--- src/rtl/display_pkg.sv ---
// Shared types and default geometry for the display word fetcher.
package display_pkg;

    localparam int unsigned DEF_DATA_WIDTH   = 16;
    localparam int unsigned DEF_ADDR_WIDTH   = 8;
    localparam int unsigned DEF_BPMP_X       = 3;
    localparam int unsigned DEF_BPMP_Y       = 3;
    localparam int unsigned DEF_WORDS_PER_ROW = 4;
    localparam int unsigned DEF_ROWS         = 48;
    localparam int unsigned DEF_BASE_ADDR    = 0;

    localparam int unsigned PIXEL_W      = 10;
    localparam int unsigned PPW          = DEF_DATA_WIDTH << DEF_BPMP_X;
    localparam int unsigned SCREEN_LINES = 480;
    localparam int unsigned COL_W        = (DEF_WORDS_PER_ROW > 1) ? $clog2(DEF_WORDS_PER_ROW) : 1;
    localparam int unsigned ROW_W        = (DEF_ROWS > 1) ? $clog2(DEF_ROWS) : 1;

    // One word slot on screen; out=1 means the beam is outside the displayed region.
    typedef struct packed {
        logic             out;
        logic [ROW_W-1:0] row;
        logic [COL_W-1:0] col;
    } slot_t;

    typedef enum logic [1:0] {
        IDLE,
        REQ,
        FULL
    } fetch_state_t;

    localparam slot_t SLOT_OUT = '{out: 1'b1, row: '0, col: '0};

endpackage

--- src/rtl/display_word_fetcher_slot_calc.sv ---
// Combinational beam-position to slot mapping, next-slot prediction and word address.
module slot_calc
    import display_pkg::*;
#(
    parameter int unsigned DATA_WIDTH              = DEF_DATA_WIDTH,
    parameter int unsigned ADDR_WIDTH              = DEF_ADDR_WIDTH,
    parameter int unsigned BITS_PER_MEMORY_PIXEL_X = DEF_BPMP_X,
    parameter int unsigned BITS_PER_MEMORY_PIXEL_Y = DEF_BPMP_Y,
    parameter int unsigned WORDS_PER_ROW           = DEF_WORDS_PER_ROW,
    parameter int unsigned ROWS                    = DEF_ROWS,
    parameter int unsigned BASE_ADDR               = DEF_BASE_ADDR
) (
    input  logic [PIXEL_W-1:0]    pixel_x,
    input  logic [PIXEL_W-1:0]    pixel_y,
    input  slot_t                 slot_reg,
    output slot_t                 cur_slot,
    output slot_t                 next_slot,
    output logic [ADDR_WIDTH-1:0] next_addr
);

    // PPW is a power of two, so the column divide is a shift.
    localparam int unsigned COL_SHIFT = $clog2(DATA_WIDTH) + BITS_PER_MEMORY_PIXEL_X;

    logic [PIXEL_W-1:0] col_full;
    logic [PIXEL_W-1:0] row_full;
    logic [PIXEL_W:0]   y_inc;
    logic [PIXEL_W:0]   row_inc;

    // Current slot from the beam position; row/col are zeroed when outside.
    always_comb begin
        col_full = pixel_x >> COL_SHIFT;
        row_full = pixel_y >> BITS_PER_MEMORY_PIXEL_Y;
        cur_slot = SLOT_OUT;
        if ((32'(col_full) < WORDS_PER_ROW) && (32'(row_full) < ROWS)) begin
            cur_slot.out = 1'b0;
            cur_slot.row = ROW_W'(row_full);
            cur_slot.col = COL_W'(col_full);
        end
    end

    // Slot to prefetch after the registered one: next column, else column 0 of the upcoming row.
    always_comb begin
        y_inc     = (PIXEL_W + 1)'(pixel_y) + (PIXEL_W + 1)'(1);
        row_inc   = y_inc >> BITS_PER_MEMORY_PIXEL_Y;
        next_slot = '0;
        if (!slot_reg.out && (32'(slot_reg.col) + 32'd1 < WORDS_PER_ROW)) begin
            next_slot.row = slot_reg.row;
            next_slot.col = COL_W'(slot_reg.col + COL_W'(1));
        end else if ((32'(y_inc) >= SCREEN_LINES) || (32'(row_inc) >= ROWS)) begin
            next_slot.row = '0;
        end else begin
            next_slot.row = ROW_W'(row_inc);
        end
        next_addr = ADDR_WIDTH'(BASE_ADDR + 32'(next_slot.row) * WORDS_PER_ROW + 32'(next_slot.col));
    end

endmodule

--- src/rtl/display_word_fetcher.sv ---
// Prefetches one display word ahead of the beam and presents it to the renderer.
module display_word_fetcher
    import display_pkg::*;
#(
    parameter int unsigned DATA_WIDTH              = DEF_DATA_WIDTH,
    parameter int unsigned ADDR_WIDTH              = DEF_ADDR_WIDTH,
    parameter int unsigned BITS_PER_MEMORY_PIXEL_X = DEF_BPMP_X,
    parameter int unsigned BITS_PER_MEMORY_PIXEL_Y = DEF_BPMP_Y,
    parameter int unsigned WORDS_PER_ROW           = DEF_WORDS_PER_ROW,
    parameter int unsigned ROWS                    = DEF_ROWS,
    parameter int unsigned BASE_ADDR               = DEF_BASE_ADDR
) (
    input  logic                  CLK_50,
    input  logic                  RESET,
    input  logic [PIXEL_W-1:0]    pixel_x,
    input  logic [PIXEL_W-1:0]    pixel_y,
    output logic                  mem_req,
    output logic [ADDR_WIDTH-1:0] mem_addr,
    input  logic                  mem_ack,
    input  logic [DATA_WIDTH-1:0] mem_rdata,
    output logic [DATA_WIDTH-1:0] pixel_word,
    output logic                  word_valid,
    output logic                  underrun
);

    fetch_state_t          state, state_d;
    slot_t                 slot_q, target_q, target_d;
    slot_t                 cur_slot, next_slot;
    logic [ADDR_WIDTH-1:0] next_addr, addr_d;
    logic [DATA_WIDTH-1:0] buf_q, buf_d, word_d;
    logic                  stale_q, stale_d, pend_q, pend_d;
    logic                  req_d, valid_d, und_d;
    logic                  boundary, fire;
    slot_t                 cmp_slot;

    slot_calc #(
        .DATA_WIDTH             (DATA_WIDTH),
        .ADDR_WIDTH             (ADDR_WIDTH),
        .BITS_PER_MEMORY_PIXEL_X(BITS_PER_MEMORY_PIXEL_X),
        .BITS_PER_MEMORY_PIXEL_Y(BITS_PER_MEMORY_PIXEL_Y),
        .WORDS_PER_ROW          (WORDS_PER_ROW),
        .ROWS                   (ROWS),
        .BASE_ADDR              (BASE_ADDR)
    ) u_slot_calc (
        .pixel_x  (pixel_x),
        .pixel_y  (pixel_y),
        .slot_reg (slot_q),
        .cur_slot (cur_slot),
        .next_slot(next_slot),
        .next_addr(next_addr)
    );

    // Boundary = entering a new in-region slot; a boundary that coincided with the
    // ack is replayed one cycle later against the registered slot.
    assign boundary = !cur_slot.out && (cur_slot != slot_q);
    assign fire     = !cur_slot.out && (boundary || pend_q);
    assign cmp_slot = boundary ? cur_slot : slot_q;

    // State and datapath registers.
    always_ff @(posedge CLK_50 or posedge RESET) begin
        if (RESET) begin
            state      <= IDLE;
            slot_q     <= SLOT_OUT;
            target_q   <= SLOT_OUT;
            buf_q      <= '0;
            stale_q    <= 1'b0;
            pend_q     <= 1'b0;
            mem_req    <= 1'b0;
            mem_addr   <= '0;
            pixel_word <= '0;
            word_valid <= 1'b0;
            underrun   <= 1'b0;
        end else begin
            state      <= state_d;
            slot_q     <= cur_slot;
            target_q   <= target_d;
            buf_q      <= buf_d;
            stale_q    <= stale_d;
            pend_q     <= pend_d;
            mem_req    <= req_d;
            mem_addr   <= addr_d;
            pixel_word <= word_d;
            word_valid <= valid_d;
            underrun   <= und_d;
        end
    end

    // Next-state logic.
    always_comb begin
        state_d = state;
        case (state)
            IDLE:    state_d = REQ;
            REQ:     if (mem_ack) state_d = stale_q ? IDLE : FULL;
            FULL:    if (fire) state_d = IDLE;
            default: state_d = IDLE;
        endcase
    end

    // Next values of the registered outputs and datapath.
    always_comb begin
        target_d = target_q;
        buf_d    = buf_q;
        stale_d  = stale_q;
        pend_d   = pend_q;
        req_d    = mem_req;
        addr_d   = mem_addr;
        word_d   = pixel_word;
        valid_d  = word_valid;
        und_d    = underrun;
        case (state)
            IDLE: begin
                target_d = next_slot;
                addr_d   = next_addr;
                req_d    = 1'b1;
                if (boundary) begin
                    valid_d = 1'b0;
                    und_d   = 1'b1;
                end
            end
            REQ: begin
                if (mem_ack && !stale_q) begin
                    buf_d  = mem_rdata;
                    req_d  = 1'b0;
                    pend_d = boundary;
                end else begin
                    if (mem_ack) begin
                        req_d   = 1'b0;
                        stale_d = 1'b0;
                    end
                    if (boundary) begin
                        valid_d = 1'b0;
                        und_d   = 1'b1;
                        if (!mem_ack) stale_d = 1'b1;
                    end
                end
            end
            FULL: begin
                if (fire) begin
                    pend_d = 1'b0;
                    if (target_q == cmp_slot) begin
                        word_d  = buf_q;
                        valid_d = 1'b1;
                    end else begin
                        valid_d = 1'b0;
                        und_d   = 1'b1;
                    end
                end
            end
            default: ;
        endcase
        // Outside the region the renderer sees blank words.
        if (cur_slot.out) begin
            word_d  = '0;
            valid_d = 1'b0;
            pend_d  = 1'b0;
        end
    end

endmodule

--- config.mk ---
export PLATFORM = sky130hd
export DESIGN_NAME = display_word_fetcher
export DESIGN_NICKNAME = d
export VERILOG_FILES = /design/src/rtl/display_pkg.sv /design/src/rtl/display_word_fetcher_slot_calc.sv /design/src/rtl/display_word_fetcher.sv
export SDC_FILE = /design/constraint.sdc
export NUM_CORES = 1
export LEC_CHECK = 0
export ABC_AREA = 1
export BUFFER_PORTS_ARGS = -buffer_cell sky130_fd_sc_hd__buf_2
export CAP_MARGIN = 20
export CORE_ASPECT_RATIO = 1.4
export CORE_UTILIZATION = 40
export DETAILED_ROUTE_END_ITERATION = 8
export SLEW_MARGIN = 20
export SYNTH_ARGS = -nofsm -noshare
export SYNTH_HDL_FRONTEND = slang
export SYNTH_SLANG_ARGS = --single-unit
export TNS_END_PERCENT = 5
--- constraint.sdc ---
create_clock -name CLK_50 -period 2 [get_ports CLK_50]
set_input_delay 0.1 -clock CLK_50 [delete_from_list [all_inputs] [get_ports CLK_50]]
set_output_delay 0.1 -clock CLK_50 [all_outputs]
set_load 0.005 [all_outputs]
==> run metrics, run 1 <==
WL met1 3.29 mm; Num CTS Buffers 9; met3 wire length 296 um; Setup WS post-layout -0.417 ns; vias in the first global route 2952; min-delay worst type primary input to register; Post-Syn Area per Cell 8.20 sq um; CTS tree built; Distinct cells, synth 45; Worst-path clk slew 0.07 ns; post-DP HPWL 6.01 mm; CP Data Arrival Time 2.64 ns; routability-driven placement congestion ratio 0.935; core area 7500 sq um; Via density 4.82; crit end category register; worst slew pin tran 0.493 ns; startpoint types register; Setup Skew 0.00655 ns; Ys Warns 0; Layout area overhead 35.8%; CP Class register to register; # DRC 0; Reg-to-Reg Start slot_q[8]; Multi-input gate area 1440 sq um; maximum clock rate 414 MHz; Worst VDD drop 0.000536 V; FF+latch count, synth 57; share of layout cells above drive strength 1 0.327; register area 1430 sq um; Pre-antenna DRT Iters 4; GRT Util Overall 0.218; # IOs 66; Initial Util 0.420; initial antenna violation count 0; global-route wire length before repair 13.7 mm; met2 wire length 4.26 mm; Chip Height 107 um; max-slew violations 0; Fillers 711; Worst Path Required 2.22 ns; Clock Tree Buf Depth 2; Place WS -0.426 ns; Pwr Total 4.12 mW; Cell Rows 37; # nets final 541; Die X 77.0 um; ant diodes 0; critical path's most frequent cell nand2_1; initial DRC count 185; Final Setup Violations 20; Port Buf Inserts 58; H-tree Lvls 3; slowest CP cell dfstp_2; period utilization 1.21; PD cells 962 nW/um^2; CP Cell Sequence ha_4 -> inv_2 -> nand2_1 -> nor2_2 -> nand3_2 -> o21bai_4 -> buf_4 -> nand2_1 -> nand3_1 -> nand3_2 -> nor2_4 -> nand4_4 -> buf_12 -> nand3_1 -> nand2_1; # placed instances 563; total grt overflow 0; fin crit period 2.42 ns; CP delay by family, top simple AND/OR/NAND/NOR gates; routed wire length 8.15 mm; die area 8240 sq um; via count 2895; max layer used met4; Detail Route Antenna Nets 0; Clock Latency Late Sink 0.34 ns; worst-path maximum fanout 16; final hold violations 0; Post-Synthesis Cells 384; RSZ-0062 raised after global routing true; Root Buffer clkbuf_8; crit path from slot_q[8]; post-route insts no fill 601; DR WL/cell 13.6 um; failing checks setup timing; Syn Nets 425; Slew Limit Headroom 0.671; CP bufs+invs 3; largest net degree at the start of global routing 58; status finished with violations; Netlist Area Pre-Place 3150 sq um; Seq/Total Area, Yosys 0.454; leakage power of the design 2.37 nW; hold path start pixel_x[7]; Fin Setup TNS -7.04 ns; Sink Count 57; Max-Cap Viols 0; max incr delay on CP 0.57 ns
-- path summary, 6_finish.rpt --
check                                       to  slack (ns)  depth (start not counted)
worst max-delay path            pixel_word[10]       -0.42                         15
worst min-delay path                 slot_q[0]        0.03                          3
worst max register to register  pixel_word[10]       -0.42                         15
worst min register to register     target_q[8]        0.46                          2
max in group asynchronous            slot_q[8]        1.35                          4
min in group asynchronous            slot_q[0]        0.36                          4
-- layout by cell type (no fill, tap or decap), types with 5 or more instances in the layout --
cell type      instances
nand2_1              131
buf_2                 58
dfrtp_1               55
buf_4                 43
nand3_1               39
inv_1                 37
nor2_1                19
dlygate4sd3_1         18
nand3_2               15
clkbuf_8              12
nand4_1                7
nand2_2                6
o221ai_1               5
-- power breakdown --
part / switching (mW) / total (mW) / internal, mW
sequential: 0.204 / 1.63 / 1.42
combinational: 0.715 / 1.23 / 0.517
clock: 0.461 / 1.26 / 0.798
total: 1.38 / 4.12 / 2.74
-- flip-flops by register name (all words and copies together) (netlist names) --
register,count
state,2
pend_q,1
buf_q,16
slot_q,9
underrun,1
stale_q,1
pixel_word,16
mem_req,1
mem_addr,8
word_valid,1
target_q,1
-- cell type report --
cell class	instances	area share
multi-input cells	264	0.336
clock buffers	13	0.0395
flip-flops and latches	57	0.334
well taps	97	0.0284
clock inverters	2	0.0140
inverters	45	0.0433
repair buffers	123	0.204
-- routing by layer --
metal  vias up  GRT usage
li1       1458          -
met1      1338      0.238
met2        80      0.393
met3        19     0.0349
met4         0      0.132
met5         -          0
-- cells in the mapped netlist (all sizes together) --
cell | number | area [sq um]
xor2 | 2 | 17.5
clkinv | 2 | 8.75
inv | 43 | 169
a21oi | 4 | 20.0
nand3 | 55 | 353
o21ai | 4 | 20.0
o31ai | 2 | 15.0
o41a | 1 | 11.3
o211ai | 1 | 7.51
o22ai | 2 | 12.5
nand2 | 139 | 547
ha | 2 | 25.0
buf | 14 | 123
xnor2 | 2 | 17.5
nor2 | 27 | 140
mux2i | 3 | 30.0
o221ai | 5 | 43.8
clkbuf | 4 | 18.8
o21bai | 3 | 33.8
a2111o | 1 | 11.3
nor3 | 1 | 5.00
dfstp | 2 | 52.6
or2 | 1 | 6.26
dfrtp | 55 | 1380
nand3b | 1 | 20.0
nand4 | 8 | 65.1
-- what timing repair did --
item | in CTS | in global routing
endpoints found under the setup margin | 20 | 20
hold buffers | 18 | 0
hold endpoints to repair | 72 | 0
pin swaps | 2 | 2
setup buffers | 1 | 4
resized for setup | 7 | 1
-- per-stage QoR --
| step | area [sq um] | hold slack [ns] | util |
|---|---|---|---|
| floorplan | 3170 | 0.191 | - |
| global placement | 3800 | 0.178 | 0.507 |
| CTS | 4240 | 0.0111 | 0.566 |
| global route | 4280 | 0.0444 | 0.570 |
| detailed placement | 3800 | 0.178 | 0.507 |
| finish | 4280 | 0.0306 | 0.570 |
-- worst register-to-register path, stage by stage, from the launching register on --
cell and delay (ns):
dfstp_2 0.57, ha_4 0.20, inv_2 0.05, nand2_1 0.05, nor2_2 0.10, nand3_2 0.09, o21bai_4 0.26, buf_4 0.15
nand2_1 0.05, nand3_1 0.10, nand3_2 0.11, nor2_4 0.15, nand4_4 0.10, buf_12 0.17, nand3_1 0.07, nand2_1 0.06
-- cell families (layout without fill, tap and decap cells) --
group           count (synthesis)  after routing  synth area share
simple gates                  232            232             0.361
buf+inv                        63            183             0.101
flops                          57             57             0.454
compound gates                 23             23            0.0556
xor+xnor                        4              4            0.0111
mux                             3              3           0.00954
fa+ha+maj                       2              2           0.00794
Note: power is estimated with default switching activity, not from simulation.
==> run 2, diff against run 1 <==
Settings changed: ABC_AREA 1 to unset.
==> run metrics, run 2 <==
status finished with violations; failing checks setup timing; slowest CP cell dfrtp_1; share of layout cells above drive strength 1 0.447 (+0.119); Cell Rows 38 (+2.7%); Port Buf Inserts 58 (unchanged); reg2reg setup slack -0.88 ns (-0.46 ns); worst slew pin tran 0.419 ns (-0.0740 ns); Comb power frac 0.396 (+0.097); reg2reg path depth 12 (-3); Setup Skew 0.00662 ns (+0.0000629 ns); Seq pwr share 0.342 (-0.053); post-DP HPWL 6.01 mm (about the same); leakage power of the design 2.01 nW (-15%); register area 1430 sq um (unchanged); WL met1 3.39 mm (+3.0%); commonest non-fill, non-tap cells in the layout buf_2 (58), dfrtp_1 (55), buf_4 (53); min-delay worst type primary input to register; initial antenna violation count 0 (unchanged); startpoint types register; # nets final 469 (-13%); Num CTS Buffers 9 (unchanged); Hold Path End slot_q[4]; fin util 0.593 (+0.0225); met3 wire length 324 um (+9.5%); Multi-input gate area 1640 sq um (+14%); Die X 77.2 um (+0.29%); routed wire length 8.77 mm (+7.6%); Synth area leader dfrtp_1; worst-path maximum fanout 8 (-8); max-slew violations 0 (unchanged); Int Pwr 3.23 mW (+18%); Final Setup Violations 20 (unchanged); Sink Count 57 (unchanged); FF-to-FF End pixel_word[1]; Layout area overhead 44.1%; H-tree Lvls 3 (unchanged); max incr delay on CP 0.42 ns (-0.15 ns); Sw Share 0.324 (-0.0118); Post-Syn Area per Cell 10.4 sq um (+27%); NetSw 1.54 mW (+12%); Slew Limit Headroom 0.719 (+0.0480); Pre-antenna DRT Iters 4 (unchanged); most frequent cell after synthesis dfrtp_1; CP Data Arrival Time 3.13 ns (+0.49 ns); total grt overflow 0 (unchanged); final hold violations 0 (unchanged); Initial Util 0.411 (-0.00861); crit end category register; Area after DPL 3930 sq um (+3.3%); Fillers 686 (-3.5%); worst hold path depth 2 (-1); global-route wire length before repair 14.0 mm (+1.9%); Root Buffer clkbuf_8; Via density 5.41 (+12%); CP Class register to register; Setup WS post-layout -0.876 ns (-0.459 ns); top flop regs buf_q (16), pixel_word (16), slot_q (9); # IOs 66 (unchanged); Detail Route Antenna Nets 0 (unchanged); Clock Latency Late Sink 0.33 ns (about the same); Max-Cap Viols 0 (unchanged); Seq/Total Area, Yosys 0.451 (-0.00269); clock network power share 0.262 (-0.044); initial DRC count 141 (-24%); CTS tree built; met2 wire length 4.75 mm (+11%); core area 7700 sq um (+2.7%); Clock Tree Buf Depth 2 (unchanged); routability-driven placement congestion ratio 0.855 (-8.6%); CP Cell Sequence nor4bb_2 -> o21ai_1 -> a21oi_2 -> nand4_4 -> buf_12 -> a221o_1 -> o211ai_1 -> o31a_1 -> buf_6 -> clkbuf_16 -> nand4_1 -> a21oi_1; PD cells 1050 nW/um^2 (+8.6%); Syn Nets 345 (-19%); Chip Height 107 um (+0.29%); Reg-to-Reg Start slot_q[7]; Ys Warns 0 (unchanged); period utilization 1.44 (+0.230); GRT Util Overall 0.219 (+0.000471); EDFF count, synth 0 (unchanged); ys async rst share 1.00 (unchanged); Post-Synthesis Cells 304 (-21%); maximum clock rate 348 MHz (-16%); largest net degree at the start of global routing 58 (unchanged); FF+latch count, synth 57 (unchanged); fin crit period 2.88 ns (+0.459 ns); DR WL/cell 16.5 um (+22%); vias in the first global route 2880 (-2.4%); post-route insts no fill 532 (-11%); Worst VDD drop 0.000576 V (+7.4%); Distinct cells, synth 58 (+29%); hold path start pixel_y[5]; Pwr Total 4.77 mW (+16%); RSZ-0062 raised after global routing true; die area 8290 sq um (+0.59%); via count 2879 (-0.55%); # placed instances 491 (-13%); commonest non-fill, non-tap cell in the layout buf_2; Worst Path Required 2.26 ns (+0.04 ns); max layer used met4; most frequent cells after synthesis dfrtp_1 (55), a21oi_1 (25), nor2_1 (18); synth top area cells dfrtp_1 (43%), a21oi_1 (3.9%), o31ai_2 (3.9%), mux2_1 (3.2%), nand4_1 (3.2%); ys flop type dfrtp_1; # DRC 0 (unchanged); final instance area 4570 sq um (+6.8%); top-area cell type share of the netlist area 0.434 (-0.00259); Worst-path clk slew 0.07 ns (about the same); Netlist Area Pre-Place 3170 sq um (+0.60%); hold_ws 0.0312 ns (+0.000629 ns); ant diodes 0 (unchanged)
-- run 2: changes by cell type after synthesis, moves of 7 or more --
cell / delta
clkbuf_1: +7
nand2_1: -121
a21oi_1: +21
mux2_1: +9
inv_1: -31
nand3_1: -38
o31ai_2: +10
mux2_2: +7
nand3_2: -13
o21ai_1: +7
nand4_1: +9
-- run 2: layout make-up --
type	count	area share
Multi-Input combinational cell	208	0.360
Sequential cell	57	0.313
Timing Repair Buffer	142	0.242
Clock buffer	13	0.0370
Tap cell	100	0.0274
Clock inverter	2	0.0132
Inverter	10	0.00822
-- run 2: layer usage --
metal / up-vias / global-route usage
met3: 19 / 0.0441
met1: 1408 / 0.241
met2: 81 / 0.391
met4: 0 / 0.116
li1: 1371 / -
met5: - / 0
-- run 2: critical path: cells and delay by family, from the launching register on --
family,cells,cell delay (ns)
AO/OA/AOI/OAI,6,1.25
buffers and inverters,3,0.48
flip-flops,1,0.42
AND/OR/NAND/NOR,3,0.65
-- run 2: per-stage QoR --
step | setup TNS (ns) | setup WS, ns
floorplan | -17.91 | -1.04
global placement | -12.55 | -0.729
detailed placement | -14.20 | -0.860
CTS | -11.92 | -0.702
global route | -17.40 | -0.985
finish | -15.07 | -0.876
-- run 2: logic make-up after synthesis --
group,after synthesis,synth area share
AO/OA/AOI/OAI,91,0.218
AND/OR/NAND/NOR,88,0.165
flip-flops,57,0.451
buffers and inverters,39,0.0707
multiplexers,16,0.0569
XOR/XNOR,11,0.0304
adder cells (fa/ha/maj),2,0.00790
-- run 2: power by group through the flow --
stage	Clock (mW)	Sequential (mW)	Combinational (mW)
finish	1.25	1.63	1.89
global route	1.33	1.67	2.04
CTS	1.28	1.63	1.68
detailed placement	0	1.65	1.60
global placement	0	1.64	1.58
floorplan	0	1.61	0.986
-- run 2: how the worst max path moves through the flow --
stage,start,end,slack [ns],cells past startpoint
finish,slot_q[7],pixel_word[1],-0.88,12
global route,slot_q[7],pixel_word[1],-0.99,12
CTS,slot_q[7],pixel_word[15],-0.70,10
detailed placement,slot_q[7],pixel_word[12],-0.86,10
global placement,slot_q[7],pixel_word[10],-0.73,10
floorplan,pixel_y[8],pixel_word[0],-1.04,17
-- run 2: what timing repair did --
action / 4_1_cts / 5_1_grt
setup endpoints to repair: 18 / 20
endpoints found under the hold margin: 73 / 0
pin swaps: 4 / 13
hold buffers: 18 / 0
gates resized for setup: 14 / 16
cloned: 0 / 2
buffers inserted: 3 / 3
